==> config.mk <==
export PLATFORM = sky130hd
export DESIGN_NAME = difftest_step_batcher
export DESIGN_NICKNAME = d
export VERILOG_FILES = /design/src/rtl/difftest_batch_pkg.sv /design/src/rtl/difftest_flush_timer.sv /design/src/rtl/difftest_step_batcher.sv
export SDC_FILE = /design/constraint.sdc
export NUM_CORES = 1
export LEC_CHECK = 0
export BUFFER_PORTS_ARGS = -buffer_cell sky130_fd_sc_hd__buf_2
export CAP_MARGIN = 40
export CORE_MARGIN = 2
export CORE_UTILIZATION = 52
export DETAILED_ROUTE_END_ITERATION = 8
export PLACE_DENSITY_LB_ADDON = 0.25
export REMOVE_ABC_BUFFERS = 1
export SLEW_MARGIN = 20
export SYNTH_ARGS = -nofsm -noshare
export SYNTH_HDL_FRONTEND = slang
export SYNTH_SLANG_ARGS = --single-unit
==> constraint.sdc <==
create_clock -name clock -period 5.93 [get_ports clock]
set_input_delay 1.186 -clock clock [delete_from_list [all_inputs] [get_ports clock]]
set_output_delay 1.186 -clock clock [all_outputs]
set_load 0.05 [all_outputs]
==> src/rtl/difftest_batch_pkg.sv <==
// Shared types and verdict constants for the difftest step batcher.
package difftest_batch_pkg;

   typedef enum logic [1:0] {
      ACCUM = 2'd0,
      ISSUE = 2'd1,
      WAIT  = 2'd2,
      DONE  = 2'd3
   } batch_state_e;

   localparam logic [31:0] RESP_OK    = 32'h0000_0000;
   localparam logic [31:0] RESP_LIMIT = 32'h0000_00FF;

   function automatic logic batch_outstanding(input batch_state_e s);
      return (s == ISSUE) || (s == WAIT);
   endfunction

endpackage

==> src/rtl/difftest_flush_timer.sv <==
// Idle-cycle counter: counts while i_inc, zeroes on i_clear, flags expiry at FLUSH_TIMEOUT-1.
module difftest_flush_timer #(
   parameter int unsigned FLUSH_TIMEOUT = 256
) (
   input  logic i_clk,
   input  logic i_rst,
   input  logic i_inc,
   input  logic i_clear,
   output logic o_expire
);

   localparam int unsigned CW = (FLUSH_TIMEOUT > 2) ? $clog2(FLUSH_TIMEOUT) : 1;
   localparam logic [CW-1:0] LAST = CW'(FLUSH_TIMEOUT - 1);

   logic [CW-1:0] r_count;

   // Saturates at LAST so a held expiry never wraps back to zero.
   always_ff @(posedge i_clk or posedge i_rst) begin
      if (i_rst) begin
         r_count <= '0;
      end else if (i_clear) begin
         r_count <= '0;
      end else if (i_inc && (r_count != LAST)) begin
         r_count <= r_count + 1'b1;
      end
   end

   assign o_expire = (r_count == LAST);

endmodule

==> src/rtl/difftest_step_batcher.sv <==
// Batches per-cycle difftest step counts into checker requests and owns run termination.
// Optional perf counters are built when DIFFTEST_BATCH_PERF_EN is defined.
module difftest_step_batcher
   import difftest_batch_pkg::*;
#(
   parameter int unsigned STEP_WIDTH    = 8,
   parameter int unsigned BATCH_WIDTH   = 16,
   parameter int unsigned BATCH_THRESH  = 64,
   parameter int unsigned FLUSH_TIMEOUT = 256
) (
   input  logic                   clock,
   input  logic                   reset,
   input  logic                   enable,
   input  logic [STEP_WIDTH-1:0]  step,
   input  logic [63:0]            max_cycles,
   output logic                   stall,
   output logic                   req_valid,
   input  logic                   req_ready,
   output logic [BATCH_WIDTH-1:0] req_steps,
   input  logic                   resp_valid,
   input  logic [31:0]            resp_code,
   output logic [63:0]            cycle_count,
   output logic                   done,
   output logic                   fail,
   output logic                   exceeded,
   output logic [31:0]            fail_code,
   output logic [31:0]            perf_batches,
   output logic [31:0]            perf_stall_cycles
);

   localparam logic [63:0] STALL_LIMIT_64 =
      (64'd1 << BATCH_WIDTH) - 64'd1 - 64'd2 * ((64'd1 << STEP_WIDTH) - 64'd1);
   localparam logic [BATCH_WIDTH-1:0] STALL_LIMIT = STALL_LIMIT_64[BATCH_WIDTH-1:0];
   localparam logic [BATCH_WIDTH:0]   THRESH_EXT  = (BATCH_WIDTH+1)'(BATCH_THRESH);

   batch_state_e r_state, w_state_nxt;

   logic [BATCH_WIDTH-1:0] r_acc, w_acc_nxt;
   logic                   r_req_valid, w_req_valid_nxt;
   logic [BATCH_WIDTH-1:0] r_req_steps, w_req_steps_nxt;
   logic                   r_stall, w_stall_nxt;
   logic                   r_done, w_done_nxt;
   logic                   r_fail, w_fail_nxt;
   logic                   r_exceeded, w_exceeded_nxt;
   logic [31:0]            r_fail_code, w_fail_code_nxt;
   logic [63:0]            r_cycle_count;

   logic                   w_accum_en;
   logic [BATCH_WIDTH:0]   w_step_eff;
   logic [BATCH_WIDTH:0]   w_sum;
   logic                   w_limit_hit;
   logic                   w_timer_inc;
   logic                   w_timer_clear;
   logic                   w_timer_expire;

   // Steps only count while the DUT is actually running; stalled-cycle steps are dropped.
   assign w_accum_en  = enable && !r_stall && (r_state != DONE);
   assign w_step_eff  = w_accum_en ? (BATCH_WIDTH+1)'(step) : '0;
   assign w_sum       = {1'b0, r_acc} + w_step_eff;
   assign w_limit_hit = (max_cycles != '0) && (r_cycle_count >= max_cycles);

   assign w_timer_inc   = enable && (r_state == ACCUM) && (w_step_eff == '0) && (r_acc != '0);
   assign w_timer_clear = (r_state != ACCUM) || (w_step_eff != '0);

   difftest_flush_timer #(
      .FLUSH_TIMEOUT(FLUSH_TIMEOUT)
   ) u_flush_timer (
      .i_clk   (clock),
      .i_rst   (reset),
      .i_inc   (w_timer_inc),
      .i_clear (w_timer_clear),
      .o_expire(w_timer_expire)
   );

   always_ff @(posedge clock or posedge reset) begin
      if (reset) begin
         r_state <= ACCUM;
      end else begin
         r_state <= w_state_nxt;
      end
   end

   always_comb begin
      w_state_nxt     = r_state;
      w_acc_nxt       = r_acc;
      w_req_valid_nxt = r_req_valid;
      w_req_steps_nxt = r_req_steps;
      w_stall_nxt     = r_stall;
      w_done_nxt      = r_done;
      w_fail_nxt      = r_fail;
      w_exceeded_nxt  = r_exceeded;
      w_fail_code_nxt = r_fail_code;

      if (w_accum_en) begin
         w_acc_nxt = w_sum[BATCH_WIDTH-1:0];
      end

      if (batch_outstanding(r_state) && (r_acc > STALL_LIMIT)) begin
         w_stall_nxt = 1'b1;
      end

      unique case (r_state)
         ACCUM: begin
            w_stall_nxt = 1'b0;
            if (enable && ((w_sum >= THRESH_EXT) || (w_timer_expire && (r_acc != '0)))) begin
               w_state_nxt     = ISSUE;
               w_req_steps_nxt = w_sum[BATCH_WIDTH-1:0];
               w_acc_nxt       = '0;
               w_req_valid_nxt = 1'b1;
            end
         end
         ISSUE: begin
            if (req_ready) begin
               w_req_valid_nxt = 1'b0;
               w_state_nxt     = WAIT;
            end
         end
         WAIT: begin
            if (resp_valid) begin
               if (resp_code == RESP_OK) begin
                  w_state_nxt = ACCUM;
               end else begin
                  w_state_nxt     = DONE;
                  w_done_nxt      = 1'b1;
                  w_fail_nxt      = (resp_code != RESP_LIMIT);
                  w_fail_code_nxt = resp_code;
               end
            end
         end
         DONE: begin
            w_stall_nxt = 1'b1;
         end
         default: w_state_nxt = ACCUM;
      endcase

      // The cycle limit overrides whatever the FSM chose, dropping any in-flight request.
      if (w_limit_hit && (r_state != DONE)) begin
         w_state_nxt    = DONE;
         w_done_nxt     = 1'b1;
         w_exceeded_nxt = 1'b1;
      end

      if (w_state_nxt == DONE) begin
         w_stall_nxt     = 1'b1;
         w_req_valid_nxt = 1'b0;
      end
   end

   always_ff @(posedge clock or posedge reset) begin
      if (reset) begin
         r_acc         <= '0;
         r_req_valid   <= 1'b0;
         r_req_steps   <= '0;
         r_stall       <= 1'b0;
         r_done        <= 1'b0;
         r_fail        <= 1'b0;
         r_exceeded    <= 1'b0;
         r_fail_code   <= '0;
         r_cycle_count <= '0;
      end else begin
         r_acc       <= w_acc_nxt;
         r_req_valid <= w_req_valid_nxt;
         r_req_steps <= w_req_steps_nxt;
         r_stall     <= w_stall_nxt;
         r_done      <= w_done_nxt;
         r_fail      <= w_fail_nxt;
         r_exceeded  <= w_exceeded_nxt;
         r_fail_code <= w_fail_code_nxt;
         // Frozen on the cycle the limit is seen so the count ends exactly at max_cycles.
         if (enable && (r_state != DONE) && !w_limit_hit) begin
            r_cycle_count <= r_cycle_count + 64'd1;
         end
      end
   end

`ifdef DIFFTEST_BATCH_PERF_EN
   logic [31:0] r_perf_batches;
   logic [31:0] r_perf_stall_cycles;

   always_ff @(posedge clock or posedge reset) begin
      if (reset) begin
         r_perf_batches      <= '0;
         r_perf_stall_cycles <= '0;
      end else begin
         if ((r_state == ISSUE) && r_req_valid && req_ready && (r_perf_batches != '1)) begin
            r_perf_batches <= r_perf_batches + 32'd1;
         end
         if (r_stall && (r_state != DONE) && (r_perf_stall_cycles != '1)) begin
            r_perf_stall_cycles <= r_perf_stall_cycles + 32'd1;
         end
      end
   end

   assign perf_batches      = r_perf_batches;
   assign perf_stall_cycles = r_perf_stall_cycles;
`else
   assign perf_batches      = '0;
   assign perf_stall_cycles = '0;
`endif

   assign stall       = r_stall;
   assign req_valid   = r_req_valid;
   assign req_steps   = r_req_steps;
   assign cycle_count = r_cycle_count;
   assign done        = r_done;
   assign fail        = r_fail;
   assign exceeded    = r_exceeded;
   assign fail_code   = r_fail_code;

endmodule

Word level (Yosys, flattened, before mapping):

Cells that the tools add are included.

* bitwise logic cells: 1
* $lt $le $gt $ge: 3
* reduce and logical (&&, ||, !) cells: 34
* mux-type cells: 23
* add/sub/neg operators: 3
* equality and inequality tests: 11

Operators by type and width (number)
* $add 64x1->64 const B: 1
* $ge 64x64->1: 1
* $reduce_bool 64->1: 1
* $mux 16: 3
* $logic_not 32->1: 1
* $ne 32x8->1 const B: 1
* $mux 8: 3
* $add 16x8->17: 1
* $ge 17x7->1 const B: 1
* $logic_not 17->1: 1
* $reduce_bool 17->1: 1
* $gt 16x16->1 const B: 1
* $reduce_bool 16->1: 1
* $logic_and 1x1->1: 13
* $mux 2: 5
* $mux 1: 9
* $reduce_and 3->1: 3
* $add 8x1->8 const B: 1
* $eq 8x8->1 const B: 1
* $ne 8x8->1 const B: 1
* $reduce_bool 2->1: 4
* $eq 2x2->1 const B: 3
* $pmux 2 s3: 1
* $pmux 1 s2: 2
* 12 further kinds: 15

* input bits: 109
* register bits after elaboration: 143
* logic and storage cells: 86

Logic depth before layout (Yosys ltp):

Gate-level depths: netlist (run 1).

* depth after elaboration: 14
* mapped depth: 19
* mapped depth without buffers: 16

Cells and area by module:

From an unflattened synthesis (run 1), not the netlist that was laid out.

* cell total of the unflattened synthesis: 1031
* area, all modules: 9610.5 µm²

Modules (own cells, without submodules)
* difftest_step_batcher: area an instance 9118.7 µm², cells an instance 983, seq. area each 3378.2 µm², times used 1
* difftest_flush_timer: area an instance 491.7 µm², cells an instance 48, seq. area each 200.2 µm², times used 1

Worst setup path after synthesis (run 1):

Ideal clock, no wire load.

* path type: input-to-reg
* from: input enable
* to: register r_req_valid (netlist: req_valid)
* buffers on the path: 1
* slack: 1.539 ns
* arrival: 4.264 ns
* required time: 5.804 ns
* stages: 16
* path through: nand2b_1 nor2_1 clkbuf_1 and2_1 ha_1 inv_1 fa_1 nor2b_1 o31ai_1 a211o_1 and3b_1 nor3_2 o311ai_4 a31oi_1 a2bb2o_1 a21boi_2

* longest elaborated chain between the ends: 13
* elaborated cells between the ends (all ways): 16
* those cells by class: add/sub: 1; order compare: 1; eq/ne: 3; mux: 5; reduce/logical: 6

RTL lines
* start: declaration: line difftest_step_batcher.sv:13 `input logic enable,`
* $logic_and 1x1->1 (2 in series): line difftest_step_batcher.sv:57 `assign w_accum_en = enable && !r_stall && (r_state != DONE);`
* $mux 8: line difftest_step_batcher.sv:58 `assign w_step_eff = w_accum_en ? (BATCH_WIDTH+1)'(step) : '0;`
* $add 16x8->17: line difftest_step_batcher.sv:59 `assign w_sum = {1'b0, r_acc} + w_step_eff;`
* $ge 17x7->1: line difftest_step_batcher.sv:105 `if (enable && ((w_sum >= THRESH_EXT) || (w_timer_expire && (r_acc != '0)))) begin`
* $logic_or 1x1->1: line difftest_step_batcher.sv:105
* $logic_and 1x1->1 (*): line difftest_step_batcher.sv:105
* $mux 2: line difftest_step_batcher.sv:105
* $pmux 2 s3: line difftest_step_batcher.sv:102 `unique case (r_state)`
* $mux 2: line difftest_step_batcher.sv:137 `if (w_limit_hit && (r_state != DONE)) begin`
* $eq 2x2->1: line difftest_step_batcher.sv:143 `if (w_state_nxt == DONE) begin`
* $ne 3x1->1 (no source line) (tied with other cells)
* $reduce_and 3->1 (no source line)
* end signal: assignment: line difftest_step_batcher.sv:162 `r_req_valid <= w_req_valid_nxt;`
* end: declaration: line difftest_step_batcher.sv:39 `logic r_req_valid, w_req_valid_nxt;`

Every way passes the cells marked *; elsewhere a longest branch is shown, timed or not.
A chain may end at the register's enable or synchronous reset.

Final worst setup path (run 1):

* from: input enable
* to: register r_req_steps[0] (netlist: req_steps[0])

* longest elaborated chain between the ends: 8

RTL lines
* $logic_and 1x1->1 (2 in series): line difftest_step_batcher.sv:57
* $mux 8: line difftest_step_batcher.sv:58
* $add 16x8->17: line difftest_step_batcher.sv:59
* $ge 17x7->1: line difftest_step_batcher.sv:105
* $logic_or 1x1->1: line difftest_step_batcher.sv:105
* $logic_and 1x1->1: line difftest_step_batcher.sv:105
* $reduce_and 2->1 (no source line)
* end signal: assignment: line difftest_step_batcher.sv:163 `r_req_steps <= w_req_steps_nxt;`
* end: declaration: line difftest_step_batcher.sv:40 `logic [BATCH_WIDTH-1:0] r_req_steps, w_req_steps_nxt;`

Parallel ways exist; a longest one is shown, timed or not.

==> results of run 1 <==
## through the flow
| step | instances | util (%) | hold WS (ps) | setup WS [ps] | power [mW] |
|---|---|---|---|---|---|
| floorplan | 953 | - | 497.7 | 906.1 | 2.668 |
| finish | 1441 | 63.31 | 466.2 | 1255 | 4.182 |
| global route | 1440 | 63.29 | 492.8 | 815.4 | 4.414 |
| detailed placement | 1408 | 59.89 | 453.3 | 842.2 | 3.135 |
| global placement | 1407 | 59.73 | 451.6 | 991.5 | 3.103 |
| CTS | 1440 | 63.29 | 468.8 | 1286 | 4.215 |
## layout make-up
type | instances | area share (%)
tap | 225 | 2.562
inverter | 86 | 2.983
clock inverter | 15 | 1.503
multi-input combinational | 724 | 45.72
timing repair buffer | 230 | 10.77
sequential | 143 | 32.57
antenna | 1 | 0.02277
clock buffer | 17 | 3.872
## registers in the layout, indices dropped and copies added, names as in the netlist
signal                 count
cycle_count               64
done                       1
exceeded                   1
fail                       1
fail_code                 32
r_acc                     16
r_state                    2
req_steps                 16
req_valid                  1
stall                      1
u_flush_timer.r_count      8
## synth_stat cells, drive strengths merged, types with 17 or more instances
cell type | number | area, µm²
dfrtp | 143 | 3578
nand2 | 89 | 341.6
inv | 86 | 322.8
ha | 78 | 975.9
buf | 72 | 530.5
xnor2 | 60 | 525.5
nor2 | 54 | 210.2
nand4 | 39 | 259.0
nor4 | 37 | 244.0
nand3 | 36 | 180.2
a21oi | 34 | 170.2
mux2 | 34 | 382.9
o21ai | 30 | 150.1
xor2 | 30 | 262.8
clkbuf | 20 | 75.07
nor3 | 19 | 125.1
and3 | 17 | 106.4
## metal layers
layer	routed length [µm]	share of wire [%]	up-vias	global-route usage, %
met5	0	0	-	0
met4	643	2.8	0	8.730
met3	1592	6.9	42	6.696
met2	11070	48	266	40.63
met1	9711	42	3661	30.71
li1	-	-	3758	-
## final timing paths
path,to,cells past startpoint,start
max,req_steps[0],18,enable
min,done,1,done
max reg2reg,req_steps[0],18,r_state[1]
min reg2reg,done,1,done
max in group asynchronous,r_acc[0],4,reset
min in group asynchronous,cycle_count[47],2,reset
## report_power, final
part           internal, mW  total (mW)  switching, mW  leakage (nW)
Clock                 0.568        1.07          0.498         0.290
Combinational         0.509        1.79           1.28          3.60
Sequential             1.18        1.33          0.144          1.86
## cell families (layout without fill, tap and decap cells)
| family | count (synthesis) | count (layout) | synth area share, % |
|---|---|---|---|
| other | 1 | 65 | 0.04035 |
| buffers and inverters | 178 | 348 | 9.989 |
| adders and majority gates | 79 | 79 | 10.72 |
| and+or+nand+nor | 339 | 339 | 19.55 |
| AOI/OAI and AO/OA | 117 | 117 | 8.495 |
| xor gates and xnor gates | 90 | 90 | 8.481 |
| muxes | 35 | 35 | 4.227 |
| DFF | 143 | 143 | 38.50 |
==> out/results.ini, run 1 <==
[status]
outcome = complete, no violations

[route]
ant_nets = 0
drtPass1Iterations = 5
wl_um = 23010
dr_total_vias = 7727
avgViaCountPerCell = 5.362
drtIter0Drc = 310
drc = 0
wire_per_inst_um = 15.97

[die]
die_h_um = 137.7
start_util_pct = 53.55
core_um2 = 17360
dieArea_um2 = 18960
ios = 290
die_w_um = 137.7
rows = 48

[clock_network]
ctsHoldBuffers = 0
cts_buffers = 17
clk_pin_slew_worst_paths_ps = 70
postCtsResizedCells = 0
clk_latency_ps = 440
postCtsSetupRepairBufs = 0
cts_tree = yes
cts.path.max_buffers = 2
htree_levels = 4
root_buffer = clkbuf_16
cts.sinks = 143

[synth]
synthArstFlopShare_pct = 100.0
ys_ff_latch = 143
syn_area_um2 = 9294
synth.avg_cell_area_um2 = 9.464
synth-edff-count = 0
syn_inst = 982
ys.flop_type = dfrtp_1
synth_warnings = 0
seq_area_frac_synth_pct = 38.50
post_synth_num_cell_types = 71

[global_route]
grtUsageTotal_pct = 24.47
grt_pass1_vias = 7368
grt_pass1_wl_um = 36050
antenna_found_initial = 2
grt_max_degree = 77
overflow = 0

[sta]
fmax_mhz = 213.9
rsz0062_at_grt = no
fin_crit_ps = 4675
finalSetupTns_ps = 0
finalHoldViolCount = 0
worst_slew_pin_slew_ps = 814.7
setup_viol = 0
fin_skew_ps = 8.337
drv_slew = 0
slew_headroom_pct = 45.69
finalCritPeriodShare_pct = 78.84

[critical_path]
worstSetupEndpointType = register
crit_chain = buf_2 -> nand2b_1 -> nor2_1 -> buf_4 -> and2_1 -> ha_1 -> inv_1 -> fa_1 -> nor2b_1 -> o31ai_1 -> a211o_1 -> and3b_1 -> nor3_2 -> o31ai_1 -> nor2_1 -> buf_4 -> nand2_1 -> nand2_1
arrival_ps = 5050
path_class = in -> reg
cp_top_family = simple AND/OR/NAND/NOR gates
critical_path.slowest_cell = nor2_1
crit_buf_inv = 4
critPathLaunchType = input port
critical_path_required_ps = 6310
path_max_fanout = 21
slowest_delay_ps = 500
reg2reg_slack_ps = 1260

[place]
place_congestion = 0.8804
place_area_um2 = 10400
dp_hpwl_um = 18140
io_buffers = 225

[cells_and_area]
fin_area_um2 = 10990
layout_common_cells = buf_2, dfrtp_1, nand2_1
n_fill_cell = 1519
area_growth_pct = 18.23
layout_commonest_cell = buf_2
seq_area_um2 = 3578
multi_input_area_um2 = 5024
nets = 1390
drive_above_1_share_pct = 26.42

[power]
power_leakage_nw = 5.745
peakVddDrop_mv = 0.3808
p_per_area_nw_per_um2 = 380.6

[min_path]
worst_hold_path_type = reg -> reg

[job]
cap_viol_max_count = 0

(Power assumes the default switching activity.)
==> run 2, diff against run 1 <==
- ABC_AREA: default -> 1
- CORE_UTILIZATION: 52 -> 49
- clock period: 5.93 -> 3.8 ns (I/O delays scaled with it)
==> run 2 against run 1 <==
Compared with the run above: setup slack lost 900 ps; die area grew 19%; via count grew 30%; flip-flop and latch count is the same; power grew 74%; count of clock-buffer cells in the layout is the same; first-iteration DRC count grew 130%; sequential power grew 70%; non-clock buffer count grew 6; critical path type is now reg -> reg; critical endpoint is now req_valid; largest cell class unchanged; largest power group unchanged.
==> out/results.ini, run 2 <==
[sta]
whs_ps = 327.8  ; was 466.2 ps
drv_slew = 0  ; unchanged
finalCritPeriodShare_pct = 90.75
fin_skew_ps = 12.98  ; was 8.337 ps
rsz0062_at_grt = yes  ; was no
worst_slack_ps = 351.6  ; was 1255 ps
fin_crit_ps = 3448
slew_headroom_pct = 61.98  ; was 45.69%
worst_slew_pin_slew_ps = 566.7  ; was 814.7 ps
setup_viol = 0  ; unchanged
fmax_mhz = 290.0
finalHoldViolCount = 0  ; unchanged

[route]
wl_um = 29010  ; was 23010 µm
dr_total_vias = 10070  ; was 7727
ant_nets = 0  ; unchanged
drtPass1Iterations = 5  ; unchanged
wire_per_inst_um = 14.75  ; was 15.97 µm
drtIter0Drc = 707  ; was 310
avgViaCountPerCell = 5.119  ; was 5.362
drc = 0  ; unchanged

[synth]
post_synth_num_cell_types = 46  ; was 71
ys_ff_latch = 143  ; unchanged
ys_top_cells_by_count = nand2_1, inv_1, nor2_1  ; was dfrtp_1, nand2_1, inv_1
synth_warnings = 0  ; unchanged
synth_most_common_cell = nand2_1  ; was dfrtp_1
synth-edff-count = 0  ; unchanged
synthTopCellsByArea = dfrtp_1, nand2_1, ha_1  ; was dfrtp_1, ha_1, xnor2_1
ys.flop_type = dfrtp_1  ; unchanged
synth_largest_area_cell = dfrtp_1  ; unchanged
yosysTopAreaCellShare_pct = 34.10  ; was 38.50%
syn_area_um2 = 10500  ; was 9294 µm²
seq_area_frac_synth_pct = 34.10  ; was 38.50%
synth.avg_cell_area_um2 = 7.253  ; was 9.464 µm²
syn_inst = 1447  ; was 982
synthArstFlopShare_pct = 100.0  ; unchanged

[clock_network]
cts_buffers = 17  ; unchanged
clk_pin_slew_worst_paths_ps = 70  ; about the same
clk_latency_ps = 430  ; was 440 ps
root_buffer = clkbuf_16  ; unchanged
ctsHoldBuffers = 0  ; unchanged
cts.path.max_buffers = 2  ; unchanged
postCtsSetupRepairBufs = 0  ; unchanged
cts_tree = yes  ; unchanged
cts.sinks = 143  ; unchanged
htree_levels = 4  ; unchanged

[critical_path]
critical_path.slowest_cell = dfrtp_1  ; was nor2_1
arrival_ps = 3780  ; was 5050 ps
crit_chain = ha_1 -> nor2_1 -> nand2_1 -> nor2_1 -> ha_1 -> inv_1 -> fa_1 -> inv_1 -> nand2_1 -> nand2_1 -> nand3_1 -> nand2_2 -> nand3_1 -> nand2_1 -> nand3_1 -> nor2_2 -> nand3_2 -> nand2_4 -> inv_6 -> nand2_2 -> nand2_1 -> nand2_1 -> inv_1  ; was buf_2 -> nand2b_1 -> nor2_1 -> buf_4 -> and2_1 -> ha_1 -> inv_1 -> fa_1 -> nor2b_1 -> o31ai_1 -> a211o_1 -> and3b_1 -> nor3_2 -> o31ai_1 -> nor2_1 -> buf_4 -> nand2_1 -> nand2_1
path_class = reg -> reg  ; was in -> reg
worstSetupEndpointType = register  ; unchanged
path_common_cell = nand2_1
critical_path_required_ps = 4130  ; was 6310 ps
critPathLaunchType = register  ; was input port
slowest_delay_ps = 430  ; was 500 ps
reg2regPathDepth = 23  ; was 18
path_max_fanout = 30  ; was 21

[power]
p_sw_mw = 3.659  ; was 1.924 mW
p_int_mw = 3.630  ; was 2.259 mW
finalPower_mw = 7.289  ; was 4.182 mW
power_leakage_nw = 6.525  ; was 5.745 nW
p_per_area_nw_per_um2 = 595.1  ; was 380.6 nW/µm²
clockPowerShare_pct = 21.8  ; was 25.5%
pwr-share-comb_pct = 47.1  ; was 42.8%
p_sw_share_pct = 50.20  ; was 46.00%
peakVddDrop_mv = 0.5038  ; was 0.3808 mV
seqPwrFrac_pct = 31.1  ; was 31.7%

[cells_and_area]
n_antenna_cell = 0  ; was 1
nets = 1867  ; was 1390
layout_commonest_cell = nand2_1  ; was buf_2
largest_register_ff_count = 64  ; unchanged
drive_above_1_share_pct = 18.74  ; was 26.42%
layout_common_cells = nand2_1, buf_2, inv_1  ; was buf_2, dfrtp_1, nand2_1
fin_util_pct = 58.26  ; was 63.31%
area_growth_pct = 16.70  ; was 18.23%

[global_route]
grtUsageTotal_pct = 25.96  ; was 24.47%
antenna_found_initial = 0  ; was 2
grt_pass1_wl_um = 46530  ; was 36050 µm
overflow = 0  ; unchanged
grt_max_degree = 88  ; was 77
grt_pass1_vias = 9406  ; was 7368

[place]
place_congestion = 0.9393  ; was 0.8804
io_buffers = 225  ; unchanged
dp_hpwl_um = 23020  ; was 18140 µm
pre_cts_slack_ps = 308.8  ; was 842.2 ps

[die]
rows = 53  ; was 48
dieArea_um2 = 22610  ; was 18960 µm²
die_w_um = 150.4  ; was 137.7 µm
core_um2 = 21020  ; was 17360 µm²
die_h_um = 150.4  ; was 137.7 µm
start_util_pct = 49.93  ; was 53.55%
ios = 290  ; unchanged

[min_path]
worst_hold_path_type = in -> async  ; was reg -> reg

[job]
cap_viol_max_count = 0  ; unchanged

[status]
outcome = complete, no violations  ; unchanged

==> run 2: logic make-up (layout without fill, tap and decap cells) <==
| kind of cell | count (synthesis) | in the layout | share of synthesized area (%) |
|---|---|---|---|
| AND/OR/NAND/NOR | 738 | 738 | 30.63 |
| flip-flops | 143 | 143 | 34.10 |
| XOR/XNOR | 65 | 65 | 5.424 |
| adder cells (fa/ha/maj) | 79 | 79 | 9.490 |
| AO/OA/AOI/OAI | 122 | 122 | 6.617 |
| other | 1 | 64 | 0.03573 |
| multiplexers | 1 | 1 | 0.09538 |
| buffers and inverters | 298 | 480 | 13.61 |
==> run 2: what timing repair did <==
action,in CTS,in global routing
endpoints found under the hold margin,0,0
setup endpoints to repair,0,5
resized for setup,0,2
==> run 2: path summary, 6_finish.rpt <==
kind	startpoint	endpoint	slack (ps)
setup reg to reg	r_state[0]	req_valid	350
hold / removal	reset	req_steps[10]	330
hold reg to reg	done	done	460
setup / recovery	r_state[0]	req_valid	350
max in group asynchronous	reset	cycle_count[40]	2550
min in group clock	done	done	460
==> run 2: worst max-delay path: cells and delay by family (launching register included) <==
kind,cells,cell delay (ps)
AND/OR/NAND/NOR,16,1760
flip-flops,1,430
adder cells (fa/ha/maj),3,850
buffers and inverters,4,300
==> run 2: metal layers <==
| metal | track usage (%) | vias to the layer above | wire [µm] |
|---|---|---|---|
| met1 | 36.08 | 4628 | 13170 |
| met3 | 5.970 | 40 | 2324 |
| li1 | - | 5001 | - |
| met5 | 0 | - | 0 |
| met2 | 40.89 | 401 | 13030 |
| met4 | 6.745 | 0 | 479 |
==> run 2: area by class of cell <==
type / count / area [µm²]
tap: 275 / 344.1
inverter: 212 / 805.8
clock buffer: 17 / 425.4
clock inverter: 15 / 125.1
sequential: 143 / 3578
multi-input combinational: 1069 / 5724
fill: 2028 / 8773
timing repair buffer: 236 / 1245
==> run 2: per-stage QoR <==
stage | cell area (µm²) | TNS, ps | cells
global placement | 11660 | 0 | 1934
CTS | 12210 | 0 | 1966
detailed placement | 11660 | 0 | 1934
floorplan | 10100 | -114100 | 1424
finish | 12250 | 0 | 1967
global route | 12250 | -2.883 | 1967
==> run 2: power groups by stage <==
stage | Sequential [mW] | Combinational, mW | Clock [mW]
2_1_floorplan | 3.30 | 1.48 | 0
3_3_place_gp | 2.28 | 3.38 | 0
3_5_place_dp | 2.28 | 3.42 | 0
4_1_cts | 2.26 | 3.43 | 1.63
5_1_grt | 2.31 | 3.75 | 1.68
6_report | 2.26 | 3.43 | 1.59
==> run 3, diff against run 2 <==
- BUFFER_PORTS_ARGS: -buffer_cell sky130_fd_sc_hd__buf_2 -> default
- CORE_ASPECT_RATIO: default -> 0.6
- CORE_UTILIZATION: 49 -> 59
- DONT_BUFFER_PORTS: default -> 1
==> run 3 against run 2 <==
Compared with the run above: sequential power rose by 33%; largest power group is now registers; die area shrank 16%; global-route usage up 7.9 points; clock power increased by 8%.
==> out/results.ini, run 3 (same netlist as run 2, synthesis figures left out) <==
[sta]
finalCritPeriodShare_pct = 92.05  ; was 90.75%
fmax_mhz = 285.9  ; was 290.0 MHz
worst_slew_pin_slew_ps = 713.2  ; was 566.7 ps
rsz0062_at_grt = no  ; was yes
setup_viol = 0  ; unchanged
worst_slack_ps = 302.3  ; was 351.6 ps
fin_skew_ps = 14.91  ; was 12.98 ps
fin_crit_ps = 3498  ; was 3448 ps
finalHoldViolCount = 0  ; unchanged
drv_slew = 0  ; unchanged
whs_ps = 283.5  ; was 327.8 ps
slew_headroom_pct = 52.02  ; was 61.98%

[cells_and_area]
area_growth_pct = 10.94  ; was 16.70%
seq_area_um2 = 3580  ; was 3578 µm²
multi_input_area_um2 = 5742  ; was 5724 µm²
nets = 1708  ; was 1867
fin_area_um2 = 11640  ; was 12250 µm²
instances_no_fill = 1767  ; was 1967
largest_register_ff_count = 64  ; unchanged
n_antenna_cell = 0  ; unchanged
drive_above_1_share_pct = 10.70  ; was 18.74%
layout_commonest_cell = nand2_1  ; unchanged
layout_common_cells = nand2_1, inv_1, nor2_1  ; was nand2_1, buf_2, inv_1
n_fill_cell = 1554  ; was 2028

[die]
dieArea_um2 = 18910  ; was 22610 µm²
start_util_pct = 60.78  ; was 49.93%
ios = 290  ; unchanged
core_um2 = 17270  ; was 21020 µm²
rows = 37  ; was 53
die_h_um = 107.3  ; was 150.4 µm
die_w_um = 176.2  ; was 150.4 µm

[power]
p_sw_mw = 3.790  ; was 3.659 mW
pwr-share-comb_pct = 35.5  ; was 47.1%
p_sw_share_pct = 51.64  ; was 50.20%
p_int_mw = 3.549  ; was 3.630 mW
seqPwrFrac_pct = 41.1  ; was 31.1%
power_leakage_nw = 5.939  ; was 6.525 nW
p_per_area_nw_per_um2 = 630.3  ; was 595.1 nW/µm²
finalPower_mw = 7.339  ; was 7.289 mW
clockPowerShare_pct = 23.4  ; was 21.8%
peakVddDrop_mv = 0.3855  ; was 0.5038 mV

[status]
outcome = complete, no violations  ; unchanged

[place]
dp.cells = 1735  ; was 1934
io_buffers = 0  ; was 225
pre_cts_slack_ps = 270.2  ; was 308.8 ps
place_area_um2 = 11010  ; was 11660 µm²
place_congestion = 0.9952  ; was 0.9393
dp_hpwl_um = 25680  ; was 23020 µm

[clock_network]
ctsHoldBuffers = 0  ; unchanged
cts_tree = yes  ; unchanged
cts.path.max_buffers = 2  ; unchanged
htree_levels = 4  ; unchanged
clk_pin_slew_worst_paths_ps = 80  ; was 70 ps
clk_latency_ps = 430  ; about the same
root_buffer = clkbuf_16  ; unchanged
cts.sinks = 143  ; unchanged
cts_buffers = 17  ; unchanged

[route]
drc = 0  ; unchanged
wire_per_inst_um = 17.93  ; was 14.75 µm
wl_um = 31690  ; was 29010 µm
dr_total_vias = 9731  ; was 10070
drtIter0Drc = 965  ; was 707
avgViaCountPerCell = 5.507  ; was 5.119
ant_nets = 0  ; unchanged
drtPass1Iterations = 5  ; unchanged

[critical_path]
critical_path_required_ps = 4150  ; was 4130 ps
critPathLaunchType = register  ; unchanged
arrival_ps = 3840  ; was 3780 ps
path_max_fanout = 30  ; unchanged
worstSetupEndpointType = register  ; unchanged
path_class = reg -> reg  ; unchanged

[global_route]
grt_pass1_vias = 8874  ; was 9406
grtUsageTotal_pct = 33.82  ; was 25.96%
antenna_found_initial = 0  ; unchanged
overflow = 0  ; unchanged
grt_max_degree = 77  ; was 88
grt_pass1_wl_um = 48890  ; was 46530 µm

[min_path]
worst_hold_path_type = in -> async  ; unchanged

[job]
cap_viol_max_count = 0  ; unchanged

[run 3: per-layer routing]
metal  share of wire, %  global-route usage, %
met3                 14                  13.28
met1                 47                  51.73
met4               0.87                  5.254
met2                 38                  45.04
met5                  0                      0
[run 3: critical path: stages, from the launching register on]
cell,delay [ps]
dfrtp_1,450
ha_1,260
nor2_2,150
nand2_2,110
nor2_2,120
ha_1,220
inv_1,80
fa_1,410
inv_1,90
nand2_1,60
nand2_1,130
nand3_1,130
nand2_1,150
nand3_1,130
nand2_1,80
nand2_1,70
nand2_1,100
nor2_2,50
nand3_2,110
nand2_4,100
inv_8,180
nor2_1,60
a31oi_1,170
[run 3: final cells by class]
type / count / area share, %
Timing Repair Buffer: 77 / 5.276
Tap cell: 234 / 2.515
Inverter: 212 / 6.942
Clock buffer: 17 / 3.654
Multi-Input combinational cell: 1069 / 49.31
Clock inverter: 15 / 1.558
Sequential cell: 143 / 30.74
[run 3: power groups by stage]
stage | Sequential [mW] | Clock [mW] | Combinational [mW]
floorplan | 3.30 | 0 | 1.48
global placement | 3.03 | 0 | 2.46
detailed placement | 3.04 | 0 | 2.53
CTS | 3.01 | 1.73 | 2.56
global route | 3.06 | 1.80 | 2.88
finish | 3.01 | 1.72 | 2.61
[run 3: timing repair]
action,4_1_cts,5_1_grt
buffers inserted,0,0
resized for setup,0,11
endpoints found under the setup margin,0,34
[run 3: final timing paths]
path	start	slack [ps]	to	cells after the start
hold reg to reg	cycle_count[8]	530	cycle_count[8]	1
max in group asynchronous	reset	2630	r_acc[14]	2
setup reg to reg	r_state[1]	300	req_steps[11]	22
min in group clock	resp_code[24]	430	fail_code[24]	2
setup / recovery	r_state[1]	300	req_steps[11]	22
hold / removal	reset	280	fail_code[9]	1
[run 3: per-stage QoR]
step	utilization, %	TNS, ps
2_1_floorplan	-	-114100
3_3_place_gp	63.67	0
3_5_place_dp	63.73	0
4_1_cts	67.25	0
5_1_grt	67.43	0
6_report	67.43	0
